$ cat src/rtl/uart_bt_pkg.sv
// Shared definitions for the Bluetooth UART link (tx and rx agree on baud and framing).
package uart_bt_pkg;
   localparam int unsigned DATA_W               = 8;
   localparam int unsigned CLKS_PER_BIT_DEFAULT = 10416;

   typedef logic [DATA_W-1:0] tx_data_t;

   typedef enum logic [1:0] {
      S_IDLE  = 2'd0,
      S_START = 2'd1,
      S_DATA  = 2'd2,
      S_STOP  = 2'd3
   } tx_state_t;
endpackage

$ cat src/rtl/uart_bluetooth_tx_if.sv
// Valid/ready byte handshake between a telemetry producer and the UART transmitter.
interface uart_bluetooth_tx_if;
   import uart_bt_pkg::*;

   tx_data_t tx_byte;
   logic     tx_valid;
   logic     tx_ready;

   modport master (output tx_byte, output tx_valid, input tx_ready);
   modport slave  (input tx_byte, input tx_valid, output tx_ready);
endinterface

$ cat src/rtl/bt_tx_fifo.sv
// Small circular byte FIFO; push/pop are ignored when full/empty respectively.
module bt_tx_fifo
   import uart_bt_pkg::*;
#(
   parameter int unsigned FIFO_DEPTH = 4,
   parameter int unsigned FIFO_AW    = 2
) (
   input  logic             clk,
   input  logic             rst,
   input  logic             push,
   input  logic             pop,
   input  tx_data_t         din,
   output tx_data_t         dout,
   output logic [FIFO_AW:0] count,
   output logic             full,
   output logic             empty
);
   localparam int unsigned CNT_W = FIFO_AW + 1;

   tx_data_t           mem [FIFO_DEPTH];
   logic [FIFO_AW-1:0] wptr;
   logic [FIFO_AW-1:0] rptr;
   logic               push_ok;
   logic               pop_ok;

   assign full    = (count == CNT_W'(FIFO_DEPTH));
   assign empty   = (count == '0);
   assign push_ok = push & ~full;
   assign pop_ok  = pop & ~empty;
   assign dout    = mem[rptr];

   // Pointers wrap naturally because the depth is a power of two.
   always_ff @(posedge clk) begin
      if (rst) begin
         wptr  <= '0;
         rptr  <= '0;
         count <= '0;
      end else begin
         if (push_ok) wptr <= wptr + FIFO_AW'(1);
         if (pop_ok)  rptr <= rptr + FIFO_AW'(1);
         case ({push_ok, pop_ok})
            2'b10:   count <= count + CNT_W'(1);
            2'b01:   count <= count - CNT_W'(1);
            default: count <= count;
         endcase
      end
   end

   always_ff @(posedge clk) begin
      if (push_ok) mem[wptr] <= din;
   end
endmodule

$ cat src/rtl/uart_bluetooth_tx.sv
// 8N1 UART transmitter returning car status bytes to the phone over the Bluetooth module.
module uart_bluetooth_tx
   import uart_bt_pkg::*;
#(
   parameter int unsigned CLKS_PER_BIT = CLKS_PER_BIT_DEFAULT,
   parameter int unsigned FIFO_DEPTH   = 4,
   parameter int unsigned FIFO_AW      = 2
) (
   input  logic                clk,
   input  logic                rst,
   uart_bluetooth_tx_if.slave  tx,
   output logic                serial,
   output logic                busy,
   output logic                overflow
);
   localparam int unsigned       BAUD_W    = $clog2(CLKS_PER_BIT);
   localparam logic [BAUD_W-1:0] BAUD_LAST = BAUD_W'(CLKS_PER_BIT - 1);

   tx_state_t         state_q, state_d;
   logic [BAUD_W-1:0] baud_q, baud_d;
   logic [2:0]        bit_q, bit_d;
   tx_data_t          shift_q, shift_d;
   logic              serial_d;
   logic              pop;
   logic              ready;
   logic              baud_end;
   tx_data_t          head;
   logic [FIFO_AW:0]  count;
   logic              full;
   logic              empty;

   bt_tx_fifo #(
      .FIFO_DEPTH (FIFO_DEPTH),
      .FIFO_AW    (FIFO_AW)
   ) u_fifo (
      .clk   (clk),
      .rst   (rst),
      .push  (tx.tx_valid & ready),
      .pop   (pop),
      .din   (tx.tx_byte),
      .dout  (head),
      .count (count),
      .full  (full),
      .empty (empty)
   );

   assign ready       = ~full;
   assign tx.tx_ready = ready;
   assign busy        = (state_q != S_IDLE) | (count != '0);
   assign baud_end    = (baud_q == BAUD_LAST);

   always_ff @(posedge clk) begin
      if (rst) begin
         state_q <= S_IDLE;
         baud_q  <= '0;
         bit_q   <= '0;
         shift_q <= '0;
         serial  <= 1'b1;
      end else begin
         state_q <= state_d;
         baud_q  <= baud_d;
         bit_q   <= bit_d;
         shift_q <= shift_d;
         serial  <= serial_d;
      end
   end

   // Framing: serial_d is the line level for the cycle after this edge.
   always_comb begin
      state_d  = state_q;
      baud_d   = baud_q;
      bit_d    = bit_q;
      shift_d  = shift_q;
      serial_d = serial;
      pop      = 1'b0;
      case (state_q)
         S_IDLE: begin
            serial_d = 1'b1;
            if (!empty) begin
               pop      = 1'b1;
               shift_d  = head;
               baud_d   = '0;
               serial_d = 1'b0;
               state_d  = S_START;
            end
         end
         S_START: begin
            if (baud_end) begin
               baud_d   = '0;
               bit_d    = '0;
               serial_d = shift_q[0];
               state_d  = S_DATA;
            end else begin
               baud_d = baud_q + BAUD_W'(1);
            end
         end
         S_DATA: begin
            if (baud_end) begin
               baud_d = '0;
               if (bit_q == 3'd7) begin
                  serial_d = 1'b1;
                  state_d  = S_STOP;
               end else begin
                  shift_d  = shift_q >> 1;
                  serial_d = shift_q[1];
                  bit_d    = bit_q + 3'd1;
               end
            end else begin
               baud_d = baud_q + BAUD_W'(1);
            end
         end
         S_STOP: begin
            if (baud_end) begin
               baud_d  = '0;
               state_d = S_IDLE;
            end else begin
               baud_d = baud_q + BAUD_W'(1);
            end
         end
         default: state_d = S_IDLE;
      endcase
   end

   // Sticky until reset: a producer pushed while the queue was full.
   always_ff @(posedge clk) begin
      if (rst)                        overflow <= 1'b0;
      else if (tx.tx_valid && !ready) overflow <= 1'b1;
   end
endmodule

$ cat src/flat_wrapper.sv
// flat-port wrapper written by rule: the top's interface ports become plain ports
module uart_bluetooth_tx_flat import uart_bt_pkg::*;
#(
   parameter int unsigned CLKS_PER_BIT = CLKS_PER_BIT_DEFAULT,
   parameter int unsigned FIFO_DEPTH   = 4,
   parameter int unsigned FIFO_AW      = 2
)
  (clk, rst, serial, busy, overflow, tx_tx_byte, tx_tx_valid, tx_tx_ready);
  uart_bluetooth_tx_if tx_i ();
  input  logic clk;
  input  logic rst;
  output logic serial;
  output logic busy;
  output logic overflow;
  input wire logic [$bits(tx_i.tx_byte)-1:0] tx_tx_byte;
  input wire logic [$bits(tx_i.tx_valid)-1:0] tx_tx_valid;
  output wire logic [$bits(tx_i.tx_ready)-1:0] tx_tx_ready;
  assign tx_i.tx_byte = tx_tx_byte;
  assign tx_i.tx_valid = tx_tx_valid;
  assign tx_tx_ready = tx_i.tx_ready;
  uart_bluetooth_tx #(.CLKS_PER_BIT(CLKS_PER_BIT), .FIFO_DEPTH(FIFO_DEPTH), .FIFO_AW(FIFO_AW)) u_core (.clk(clk), .rst(rst), .tx(tx_i), .serial(serial), .busy(busy), .overflow(overflow));
endmodule
$ cat config.mk
export PLATFORM = sky130hd
export DESIGN_NAME = uart_bluetooth_tx_flat
export DESIGN_NICKNAME = d
export VERILOG_FILES = /design/src/rtl/uart_bt_pkg.sv /design/src/rtl/uart_bluetooth_tx_if.sv /design/src/rtl/bt_tx_fifo.sv /design/src/rtl/uart_bluetooth_tx.sv /design/src/flat_wrapper.sv
export SDC_FILE = /design/constraint.sdc
export NUM_CORES = 1
export LEC_CHECK = 0
export CORE_MARGIN = 2
export CORE_UTILIZATION = 30
export DETAILED_ROUTE_END_ITERATION = 10
export GPL_TIMING_DRIVEN = 0
export PLACE_DENSITY = 0.54
export SLEW_MARGIN = 10
export SYNTH_ARGS = -nofsm -noshare
export SYNTH_HDL_FRONTEND = slang
export SYNTH_HIERARCHICAL = 1
export SYNTH_SLANG_ARGS = --single-unit
$ cat constraint.sdc
create_clock -name clk -period 2.35 [get_ports clk]
set_input_delay 0.47 -clock clk [delete_from_list [all_inputs] [get_ports clk]]
set_output_delay 0.47 -clock clk [all_outputs]
set_load 0.05 [all_outputs]
; ---- Word-level counts from Yosys, hierarchy flattened
; Memory sizes are Yosys's and may differ from the RTL's. A register that Yosys moved wholly into a read port is not among the register bits.
; Index checks and enable logic that the tools add are counted.
[totals]
ff_bits = 36
latchBits = 0
ramBits = 32
romBits = 0
out_inout_bits = 4
wordCells = 79
memories = 1
[mem_list]
columns = name, depth, word_bits, rd, rd_clocked_by_memory_dff, wr, line
row1 = u_core.u_fifo.mem, 4, 8, 1, 1, 1, bt_tx_fifo.sv:20  ; tx_data_t mem [FIFO_DEPTH];
[classes]
addsub = 6
multipliers = 0
div_mod_pow = 0
magnitude_cmp = 0
n_eq_ne = 14
n_shift = 0
n_mux = 29
bitwise_logic = 6
n_reduce_logical = 14
[ops]
columns = cell, count
row1 = two-way mux 14 bit, 2
row2 = one-hot mux 14 bit (2 select lines), 1
row3 = two-way mux 8 bit, 3
row4 = one-hot mux 8 bit (2 select lines), 1
row5 = adder 14 x 1 -> 14 bit (second input constant), 1
row6 = == test 14 bit (second input constant), 1
row7 = two-way mux 2 bit, 7
row8 = one-hot mux 3 bit (2 select lines), 2
row9 = two-way mux 3 bit, 3
row10 = two-way mux 1 bit, 8
row11 = inequality test 2 x 1 -> 1 bit (second input constant), 4
row12 = one-hot mux 2 bit (4 select lines), 1
row13 = AND reduction 4 bit, 2
row14 = nonzero test 2 bit, 4
row15 = adder 3 x 1 -> 3 bit (second input constant), 2
row16 = == test 2 bit (second input constant), 3
row17 = == test 3 bit (second input constant), 2
row18 = nonzero test 3 bit, 2
row19 = AND reduction 5 bit, 1
row20 = adder 2 x 1 -> 2 bit (second input constant), 2
row21 = == test 2 x 1 -> 1 bit (second input constant), 2
row22 = inequality test 2 bit (second input constant), 2
row23 = AND 1 bit, 3
row24 = zero test 3 bit, 1
row25 = other kinds (8), 9

; ---- Logic depth before layout (Yosys ltp)
[logic_depth]
ltp_word = 6
depth_mapped = 14
depth_no_buf = 12

; ---- Hierarchy
; Netlist, hierarchy kept.
[modules_own_cells]
columns = module, instances, cells_per_inst, area_per_inst_um2, seq_area_each_um2
row1 = uart_bluetooth_tx, 1, 206, 1642.8, 580.6
row2 = bt_tx_fifo, 1, 96, 1630.3, 1141.1

; ---- Least setup slack after synthesis
; Ideal clock, no wire load.
[synth_path]
kind = reg2reg
from = reg u_core.state_q[0]
to = reg u_core.u_fifo.count[2]
setup_time_ns = 0.070
t_arrival_ns = 2.472
path_slack_ns = -0.192
stages_incl_launch_ff = 15
path_buffers = 2
synth_period_minus_slack_ns = 2.542
cell_sequence = dfxtp_1 inv_1 ha_1 clkbuf_1 inv_1 clkbuf_1 nor2_1 o31ai_1 inv_1 ha_1 inv_1 fa_1 xor2_1 or3_1 a21oi_1
[synth_via]
elab_chain_cells = 5
word_cells_on_any_way = 7
[synth_rtl]
columns = item, line
row1 = from (decl), uart_bluetooth_tx.sv:19  ; tx_state_t state_q, state_d;
row2 = from (signal assigned), uart_bluetooth_tx.sv:60  ; state_q <= state_d;
row3 = zero test 2 bit (*), uart_bluetooth_tx.sv:76  ; case (state_q)
row4 = two-way mux 1 bit (*), uart_bluetooth_tx.sv:76
row5 = via u_core.pop, uart_bluetooth_tx.sv:24  ; logic pop;
row6 = AND 1 bit (*), bt_tx_fifo.sv:29  ; assign pop_ok = pop & ~empty;
row7 = via u_core.u_fifo.pop_ok, bt_tx_fifo.sv:24  ; logic pop_ok;
row8 = == test 2 x 1 -> 1 bit / == test 2 bit (equally long branches), bt_tx_fifo.sv:41  ; case ({push_ok, pop_ok})
row9 = one-hot mux 3 bit (2 select lines) / nonzero test 2 bit (equally long branches), n/a
row10 = to (signal assigned), bt_tx_fifo.sv:42  ; 2'b10: count <= count + CNT_W'(1);
row11 = to (signal assigned), bt_tx_fifo.sv:43  ; 2'b01: count <= count - CNT_W'(1);
row12 = to (signal assigned), bt_tx_fifo.sv:44  ; default: count <= count;
row13 = to (decl), bt_tx_fifo.sv:14  ; output logic [FIFO_AW:0] count,
; Mark *: on every way through the listed nets, which the timed path passes. The rest lies on a longest branch.
; A chain may end at the register's enable or synchronous reset.

; ---- Final worst setup path
[layout_path]
from = reg u_core.u_fifo.count[0]
to = reg u_core.u_fifo.count[2]
[layout_via]
elab_chain_cells = 6
word_cells_on_any_way = 15
[layout_rtl]
columns = item, line
row1 = zero test 3 bit (*), bt_tx_fifo.sv:27  ; assign empty = (count == '0);
row2 = via u_core.empty, uart_bluetooth_tx.sv:30  ; logic empty;
row3 = two-way mux 1 bit (*), uart_bluetooth_tx.sv:79  ; if (!empty) begin
row4 = two-way mux 1 bit (*), uart_bluetooth_tx.sv:76
row5 = via u_core.pop, uart_bluetooth_tx.sv:24
row6 = AND 1 bit (*), bt_tx_fifo.sv:29
row7 = via u_core.u_fifo.pop_ok, bt_tx_fifo.sv:24
row8 = == test 2 x 1 -> 1 bit / == test 2 bit (equally long branches), bt_tx_fifo.sv:41
row9 = one-hot mux 3 bit (2 select lines) / nonzero test 2 bit (equally long branches), n/a
; Marks and branches as above.

==> out/qor.tcl <==
set qor(run_status) {complete, no violations}
set qor(worstReg2RegStart) {u_core/u_fifo/count[0]$_SDFFE_PP0P_}
set qor(drtAntennaViolNets) 0
set qor(finalHoldViolations) 0
set qor(floorplan.rows) 38
set qor(synth-async-reset-ratio) 0
set qor(core_um2) 10750
set qor(syn_avg_cell_area_um2) 10.84
set qor(netlist.area_leader.share) 0.2936
set qor(io-pin-count) 15
set qor(minimum_setup_slack_among_reg_to_reg_paths_ns) 0.07
set qor(synth_fp_nets) 328
set qor(holdPathEnd) {u_core/bit_q[2]$_SDFFE_PP0P_}
set qor(clkTransAtPathRegs_ns) 0.09
set qor(top_post_synthesis_cells_by_count) {sky130_fd_sc_hd__dfxtp_1, sky130_fd_sc_hd__edfxtp_1, sky130_fd_sc_hd__nand3_1}
set qor(die_w_um) 108.5
set qor(cp_data_required_time_ns) 2.63
set qor(worst-slew-pin-transition_ns) 0.8630
set qor(final_core_util) 0.3726
set qor(fillerInstances) 1115
set qor(place_congestion) 0.7930
set qor(drc_errors) 0
set qor(first_pass_iters) 4
set qor(h-tree-depth) 3
set qor(dieHeight_um) 108.5
set qor(detail_route.wirelength_um) 7040
set qor(max-slew-margin-rel) 0.4202
set qor(max_clock_buf_depth) 2
set qor(start_util) 0.3046
set qor(footprint_of_the_multi_input_gates_um2) 1495
set qor(finalSetupViolations) 0
set qor(detailroute.via_count) 2475
set qor(cts-root-buf) {sky130_fd_sc_hd__clkbuf_8}
set qor(worst_r2r_endpoint) {u_core/u_fifo/count[2]$_SDFFE_PP0P_}
set qor(crit_path_start) {u_core/u_fifo/count[0]$_SDFFE_PP0P_}
set qor(final_layout_size_suffix_gt1_frac) 0.2046
set qor(mappedNetlistArea_um2) 3273
set qor(timing.final.crit_period_ns) 2.275
set qor(vdd_ir_drop_max_v) 0.0003479
set qor(final_nets) 368
set qor(first_global_vias) 2437
set qor(hold_depth) 2
set qor(post_synth_main_area_contributors) {sky130_fd_sc_hd__edfxtp_1, sky130_fd_sc_hd__dfxtp_1, sky130_fd_sc_hd__mux4_2}
set qor(yosys_register_bits) 70
set qor(timing.fmax_mhz) 439.5
set qor(clock_tree_from_tritoncts) {yes}
set qor(pin_count_of_the_biggest_net_entering_global_routing) 17
set qor(port_buffers) 14
set qor(grt_usage) 0.1308
set qor(timing.final.max_slew_violations) 0
set qor(power.leakage_nw) 1.363
set qor(wire_per_inst_um) 14.46
set qor(place_inst) 456
set qor(seqCellArea_um2) 1738
set qor(hold_path_startpoint) {u_core/bit_q[2]$_SDFFE_PP0P_}
set qor(yosysWarningCount) 6
set qor(finish.cell_count_without_fillers) 487
set qor(post_synth_inst_count) 302
set qor(critPathMaxFanout) 10
set qor(worst_hold_slack_ns) 0.4896
set qor(crit_path_end_kind) {register}
set qor(first_pass_grt_wire_length_um) 11940
set qor(synthToLayoutAreaGrowth_pct) 22.32
set qor(grt_antenna_before_repair) 0
set qor(cts_sink_cnt) 70
set qor(power_density_nw_per_um2) 1023
set qor(initialDrtViolationCount) 98
set qor(synth-seq-area-share) 0.5260
set qor(diodes) 0
set qor(count_of_flip_flops_with_a_built_in_enable_after_synthesis) 32
set qor(post_synth_num_cell_types) 48
set qor(hold_path.class) {register to register}
set qor(place.detailed.hpwl_um) 4605
set qor(worst-endpoint-arrival_ns) 2.55
set qor(maxCapViolCount) 0
set qor(critical_path.startpoint_type) {register}
set qor(drt-vias-per-instance) 5.082
set qor(grt_overflow_total) 0
set qor(synth_area_leader_cell) {sky130_fd_sc_hd__edfxtp_1}
set qor(reg2reg_depth) 11
set qor(criticalPathCategory) {register to register}
set qor(die_footprint_um2) 11760
set qor(clkLatencyLatePin_ns) 0.35
set qor(cts-buffers-inserted) 9
set qor(skew_ns) 0.01303
set qor(synthMostInstantiatedCell) {sky130_fd_sc_hd__dfxtp_1}
set qor(portion_of_the_clock_cycle_consumed_by_the_worst_path_in_the_final_layout) 0.9681
set qor(synth_ff_type) {sky130_fd_sc_hd__dfxtp_1}
==> registers in the layout (all words and copies together), names as in the netlist, named ones only <==
signal / count
u_core/baud_q: 14
u_core/bit_q: 3
u_core/overflow: 1
u_core/serial: 1
u_core/shift_q: 8
u_core/state_q: 2
u_core/u_fifo/count: 3
u_core/u_fifo/mem: 32
u_core/u_fifo/rptr: 2
u_core/u_fifo/wptr: 2
==> cells in the final DEF (no fill, tap or decap), types with 6 or more instances in the layout <==
| cell | instances |
|---|---|
| sky130_fd_sc_hd__dfxtp_1 | 33 |
| sky130_fd_sc_hd__and2_1 | 6 |
| sky130_fd_sc_hd__clkbuf_8 | 9 |
| sky130_fd_sc_hd__or3_1 | 7 |
| sky130_fd_sc_hd__buf_4 | 17 |
| sky130_fd_sc_hd__nand2_1 | 14 |
| sky130_fd_sc_hd__nor2_1 | 19 |
| sky130_fd_sc_hd__clkdlybuf4s50_1 | 12 |
| sky130_fd_sc_hd__edfxtp_1 | 32 |
| sky130_fd_sc_hd__mux4_2 | 8 |
| sky130_fd_sc_hd__o21ai_0 | 10 |
| sky130_fd_sc_hd__a31oi_1 | 12 |
| sky130_fd_sc_hd__nand3_1 | 22 |
| sky130_fd_sc_hd__inv_1 | 12 |
| sky130_fd_sc_hd__nor4b_1 | 7 |
| sky130_fd_sc_hd__ha_1 | 12 |
| sky130_fd_sc_hd__a21oi_1 | 17 |
==> critical path, cell delays in order, from the launching register on <==
cell                      delay [ns]
sky130_fd_sc_hd__dfxtp_4        0.41
sky130_fd_sc_hd__nor3_2         0.08
sky130_fd_sc_hd__buf_6          0.15
sky130_fd_sc_hd__nor2_4         0.14
sky130_fd_sc_hd__o31ai_4        0.09
sky130_fd_sc_hd__inv_1          0.10
sky130_fd_sc_hd__ha_4           0.14
sky130_fd_sc_hd__inv_2          0.04
sky130_fd_sc_hd__fa_2           0.37
sky130_fd_sc_hd__xor2_2         0.19
sky130_fd_sc_hd__or3_1          0.37
sky130_fd_sc_hd__a21oi_2        0.13
==> where the power goes <==
part | switching [mW] | total, mW | internal [mW]
Combinational | 0.843 | 1.51 | 0.666
Clock | 0.545 | 0.969 | 0.424
Sequential | 0.129 | 1.62 | 1.49
==> repair_timing <==
action,CTS,global route
resized for setup,21,23
buffers inserted,8,9
cloned,0,0
pin swaps,3,9
hold buffers,0,0
endpoints found under the setup margin,4,11
==> layout make-up <==
cell class | instances | share of cell area
well taps | 140 | 0.04375
repair buffers | 31 | 0.06531
multi-input cells | 198 | 0.3734
inverters | 18 | 0.01813
plain buffers | 14 | 0.01656
flip-flops and latches | 70 | 0.4341
clock buffers | 9 | 0.03094
clock inverters | 7 | 0.01781
==> cells by family (layout without fill, tap and decap cells) <==
logic type | count (synthesis) | in the layout | share of synthesized area
simple gates | 106 | 106 | 0.1781
flops | 70 | 70 | 0.5260
compound gates | 61 | 61 | 0.1189
buf+inv | 34 | 79 | 0.03975
fa+ha+maj | 15 | 15 | 0.05963
mux | 11 | 11 | 0.06422
xor+xnor | 5 | 5 | 0.01338
==> metrics by stage <==
stage | instance area, µm² | TNS, ns | total power, mW | setup WS, ns
3_3_place_gp | 3615 | -2.794 | 2.915 | -0.2866
3_5_place_dp | 3615 | -2.853 | 2.946 | -0.2941
6_report | 4004 | 0 | 4.096 | 0.07489
2_1_floorplan | 3299 | 0 | 2.599 | 0.01366
5_1_grt | 4004 | -0.03426 | 4.381 | -0.03426
4_1_cts | 3913 | 0 | 4.039 | 0.002943
==> how the worst max path moves through the flow <==
| stage | cells after the start | endpoint |
|---|---|---|
| final | 11 | u_core/u_fifo/count[2]$_SDFFE_PP0P_ |
| after global routing | 11 | u_core/u_fifo/count[2]$_SDFFE_PP0P_ |
| after CTS | 14 | u_core/u_fifo/count[2]$_SDFFE_PP0P_ |
| after detailed placement | 6 | busy |
| after global placement | 6 | busy |
| after floorplan | 14 | u_core/u_fifo/count[2]$_SDFFE_PP0P_ |
==> metal layers <==
layer,vias up,part of all wire,global-route usage
met5,-,0,0
met4,0,0.018,0.06136
met3,10,0.031,0.02411
met2,50,0.46,0.1991
met1,1198,0.49,0.1797
li1,1217,-,-
(Power assumes the default switching activity.)
